**config.mk**
```make
export PLATFORM = sky130hd
export DESIGN_NAME = ysyx_24100006_inst_imm_encoder
export DESIGN_NICKNAME = d
export VERILOG_FILES = /design/src/rtl/ysyx_24100006_inst_imm_encoder.sv
export SDC_FILE = /design/constraint.sdc
export NUM_CORES = 1
export LEC_CHECK = 0
export CORE_MARGIN = 2
export CORE_UTILIZATION = 47
export DETAILED_ROUTE_END_ITERATION = 10
export HOLD_SLACK_MARGIN = 0.15
export PLACE_DENSITY = 0.8
export SYNTH_ARGS = -nofsm -noshare
export SYNTH_HDL_FRONTEND = slang
export SYNTH_SLANG_ARGS = --single-unit
```
**constraint.sdc**
```tcl
create_clock -name clk -period 3.3 [get_ports clk]
set_clock_uncertainty 0.15 [all_clocks]
set_input_delay 0.66 -clock clk [delete_from_list [all_inputs] [get_ports clk]]
set_output_delay 0.66 -clock clk [all_outputs]
set_load 0.03 [all_outputs]
```
**src/rtl/ysyx_24100006_inst_imm_encoder.sv**
```systemverilog
// RV32I instruction packer: fields + immediate -> 32-bit word, queued in a 2-entry output FIFO.
// Range checking, out_err and err_cnt are live only when YSYX_24100006_IMM_CHECK_EN is defined.
module ysyx_24100006_inst_imm_encoder (
    input  logic        clk,
    input  logic        reset,
    input  logic        in_valid,
    output logic        in_ready,
    input  logic [2:0]  in_imm_type,
    input  logic [6:0]  in_opcode,
    input  logic [2:0]  in_funct3,
    input  logic [4:0]  in_rd,
    input  logic [4:0]  in_rs1,
    input  logic [4:0]  in_rs2,
    input  logic [31:0] in_imm,
    output logic        out_valid,
    input  logic        out_ready,
    output logic [31:0] out_inst,
    output logic        out_err,
    output logic [7:0]  err_cnt
);

    logic [1:0]  count;
    logic        wrPtr;
    logic        rdPtr;
    logic [31:0] instMem [2];
    logic [31:0] encInst;
    logic        push;
    logic        pop;

    assign in_ready  = (count != 2'd2);
    assign out_valid = (count != 2'd0);
    assign push      = in_valid && in_ready;
    assign pop       = out_valid && out_ready;
    assign out_inst  = instMem[rdPtr];

    always_comb begin
        encInst      = '0;
        encInst[6:0] = in_opcode;
        case (in_imm_type)
            3'b000: begin
                encInst[31:20] = in_imm[11:0];
                encInst[19:15] = in_rs1;
                encInst[14:12] = in_funct3;
                encInst[11:7]  = in_rd;
            end
            3'b001: begin
                encInst[31]    = in_imm[20];
                encInst[30:21] = in_imm[10:1];
                encInst[20]    = in_imm[11];
                encInst[19:12] = in_imm[19:12];
                encInst[11:7]  = in_rd;
            end
            3'b010: begin
                encInst[31:25] = in_imm[11:5];
                encInst[24:20] = in_rs2;
                encInst[19:15] = in_rs1;
                encInst[14:12] = in_funct3;
                encInst[11:7]  = in_imm[4:0];
            end
            3'b011: begin
                encInst[31]    = in_imm[12];
                encInst[30:25] = in_imm[10:5];
                encInst[24:20] = in_rs2;
                encInst[19:15] = in_rs1;
                encInst[14:12] = in_funct3;
                encInst[11:8]  = in_imm[4:1];
                encInst[7]     = in_imm[11];
            end
            default: begin
                encInst[31:12] = in_imm[31:12];
                encInst[11:7]  = in_rd;
            end
        endcase
    end

    always_ff @(posedge clk or posedge reset) begin
        if (reset) begin
            count <= 2'd0;
            wrPtr <= 1'b0;
            rdPtr <= 1'b0;
            for (int unsigned i = 0; i < 2; i++) begin
                instMem[i] <= '0;
            end
        end else begin
            if (push) begin
                instMem[wrPtr] <= encInst;
                wrPtr          <= ~wrPtr;
            end
            if (pop) begin
                rdPtr <= ~rdPtr;
            end
            case ({push, pop})
                2'b10:   count <= count + 2'd1;
                2'b01:   count <= count - 2'd1;
                default: count <= count;
            endcase
        end
    end

`ifdef YSYX_24100006_IMM_CHECK_EN
    logic       immErr;
    logic       errMem [2];
    logic [7:0] errCnt;

    // Error means the immediate does not survive truncation to the field width.
    always_comb begin
        immErr = 1'b0;
        case (in_imm_type)
            3'b000, 3'b010: immErr = !((in_imm[31:11] == '0) || (in_imm[31:11] == '1));
            3'b011: immErr = !((in_imm[31:12] == '0) || (in_imm[31:12] == '1)) || in_imm[0];
            3'b001: immErr = !((in_imm[31:20] == '0) || (in_imm[31:20] == '1)) || in_imm[0];
            default: immErr = (in_imm[11:0] != '0);
        endcase
    end

    always_ff @(posedge clk or posedge reset) begin
        if (reset) begin
            errCnt <= '0;
            for (int unsigned i = 0; i < 2; i++) begin
                errMem[i] <= 1'b0;
            end
        end else if (push) begin
            errMem[wrPtr] <= immErr;
            if (immErr && (errCnt != '1)) begin
                errCnt <= errCnt + 8'd1;
            end
        end
    end

    assign out_err = errMem[rdPtr];
    assign err_cnt = errCnt;
`else
    assign out_err = 1'b0;
    assign err_cnt = '0;
`endif

endmodule

```
==> summary.txt <==
Run status
  • Status: complete, no violations

Detailed routing
  • Vias per cell: 5.54
  • # DRC: 0
  • DRT iter0 DRCs: 165
  • Drt pass-1 iters: 5
  • Total Wirelength: between 8 and 9 mm
  • Wire length per cell: 17.7 um
  • Vias: between 2000 and 3000
  • Post-route ant nets: 0

Hold path
  • Hold crit path type: flip-flop to flip-flop

Clock tree
  • CTS sink count: just under 70
  • CTS H-Tree Depth: 3
  • TritonCTS clock tree: done
  • CTS buffer count: 9
  • Postcts setup bufs: 0
  • Clk_lat worst skew: between 0.3 and 0.4 ns
  • Hold_buf cts: 0
  • Post-CTS sizing: 0
  • Worst-case clock buffer depth: 2
  • Clk pin slew, worst setup/hold paths: about 0.07 ns
  • Clk root buf: clkbuf_8

Synthesis
  • FFs w/ async S/R, synth: 100%
  • Synth area leader: dfrtp_1
  • Register area share after synthesis: 47.6%
  • Post-synthesis cell count: 294
  • Yosys warning total: 0
  • Dominant synthesized flop cell: dfrtp_1
  • Unique cell type count in the Yosys netlist: 32
  • Number of synthesized flops with an enable pin: 0
  • Dominant cells by area after synthesis: dfrtp_1 (48%), mux2_2 (22%), a31oi_1 (7.0%)
  • Most common cell in the synthesized netlist: mux2_2
  • Commonest cells post-synth: mux2_2 (70), dfrtp_1 (68), a31oi_1 (40)
  • Share of the synthesized area in the top cell type: 47.6%
  • Syn Area/Cell: 12.2 um^2
  • Seq cells post-synth: 68
  • Post-Syn Area: 3580 um^2

Setup path
  • Slowest CP cell: dfrtp_1
  • CP arrival: approximately 2.2 ns
  • CP required: approximately 2.5 ns
  • Crit path kind: flip-flop to output pin
  • CP Launch Type: flip-flop
  • Worst Path Max Fanout: 26
  • Worst Setup End Kind: output pin
  • Max stage delay on crit path: 0.61 ns
  • CP cell instances: buf_12 -> mux2_2 -> clkdlybuf4s50_1

Final layout
  • Fraction of layout cells with a size suffix above 1: a little under a third
  • Register area: 1700 um^2
  • Final std cell area, no fill: around 4800 um^2
  • Nets: approximately 450
  • ANT cells: 0
  • Multi-input gate area: about 1700 um^2
  • Layout area overhead: 34.0%
  • Fillers: ~540

STA
  • Setup TNS: 0 ns
  • Crit share post-route: just over 90%
  • Tmin final: around 3 ns
  • Slew Viols, Final: 0
  • Hold Vio Cnt, Final: 0
  • Worst Tran Pin Value: approximately 0.78 ns
  • Unrepaired setup endpoints after global routing: no
  • Slew HR: between 40% and 50%
  • Max frequency: about 330 MHz
  • Number of setup violations in the final report: 0

Floorplanning
  • Die area: between 8000 and 9000 um^2
  • Core box area: roughly 7300 um^2
  • Die width: 91.2 um
  • I/O pin count: around 110
  • Initial Util: 48.8%
  • Chip height: 91.2 um
  • Cell Rows: 31

Global route
  • Largest net degree at the start of global routing: 42
  • First-pass GRT wire length: 14.1 mm
  • Vias in the first global route: 2783
  • Tot GR Track Use: ~22%
  • Antenna violations before repair: 0
  • Grt total ovfl: 0

Power
  • Power density cells: 1040 nW/um^2
  • Max IR drop VDD: 0.550 mV
  • Pleak: about 0.002 uW

Placement
  • Placed cell area: around 4600 um^2
  • Final HPWL DP: 5.97 mm
  • Final Wtd Congestion: 0.796
  • I/O Buffers: 97

Flow run
  • MaxCap Viol Count: 0
==> cell usage in the layout (no fill, tap or decap), drive strengths merged, types with 5 or more instances in the layout <==
| master | netlist | routed |
|---|---|---|
| mux2 | 77 | 77 |
| a21oi | 8 | 8 |
| dfrtp | 68 | 68 |
| clkdlybuf4s50 | 0 | 97 |
| or3b | 9 | 9 |
| buf | 22 | 10 |
| o21ai | 15 | 15 |
| mux2i | 10 | 10 |
| conb | 1 | 9 |
| clkinv | 0 | 6 |
| nand2 | 7 | 7 |
| a31oi | 40 | 40 |
| inv | 5 | 5 |
| clkbuf | 11 | 9 |
==> kinds of logic (layout without fill, tap and decap cells) <==
family	after synthesis	after routing	share of synthesized area [%]
compound gates	67	67	11.2
xor+xnor	4	4	0.980
fa+ha+maj	1	1	0.350
buf+inv	38	128	6.51
flops	68	68	47.6
mux	87	87	27.8
other cells	1	9	0.105
simple gates	28	28	5.53
==> registers in the layout, indices dropped and copies added, names as in the netlist <==
name	flops
instMem	64
count	2
rdPtr	1
wrPtr	1
==> layer usage <==
metal  global-route usage [%]  up-vias  part of all wire [%]  wire [um]
met4                     6.31        0                   1.2        104
met1                     28.1     1326                    43       3730
li1                         -     1254                     -          -
met3                     7.05       12                   7.7        669
met5                        0        -                     0          0
met2                     34.8      129                    48       4180
==> path summary, 6_finish.rpt <==
kind	slack [ns]	endpoint	depth (start not counted)	startpoint
worst max register to register	1.00	instMem[38]	5	count[0]
worst min register to register	0.33	count[1]	1	count[1]
worst min-delay path	0.33	count[1]	1	count[1]
max in group asynchronous	1.82	instMem[24]	3	reset
worst max-delay path	0.28	out_inst[20]	3	rdPtr
min in group asynchronous	0.56	instMem[32]	2	reset
==> critical path, delay by kind of cell (launching register included) <==
kind | cells | cell delay, ns
buffers and inverters | 2 | 0.87
flip-flops | 1 | 0.61
multiplexers | 1 | 0.37
==> metrics by stage <==
| stage | worst slack [ns] | utilization, % | total power, uW | instances | hold WS (ns) |
|---|---|---|---|---|---|
| global route | 0.233 | 65.4 | 5260 | 491 | 0.375 |
| CTS | 0.282 | 65.4 | 5010 | 491 | 0.337 |
| detailed placement | 0.610 | 62.8 | 4330 | 475 | 0.324 |
| finish | 0.283 | 65.4 | 4990 | 491 | 0.333 |
| global placement | 0.641 | 62.8 | 4260 | 475 | 0.323 |
| floorplan | 0.778 | - | 3380 | 302 | 0.298 |
==> final cells by class <==
class	instances	share of cell area, %
clock buffer	9	2.58
clock inverter	7	1.41
inverter	5	0.392
multi-input combinational	196	34.9
sequential	68	35.5
tap	99	2.58
timing repair buffer	107	22.6
==> power by group <==
group | switching (uW) | internal, uW
logic | 1460 | 1370
clock network | 321 | 346
registers | 230 | 1260
total | 2010 | 2980
Note: power is estimated with default switching activity, not from simulation.
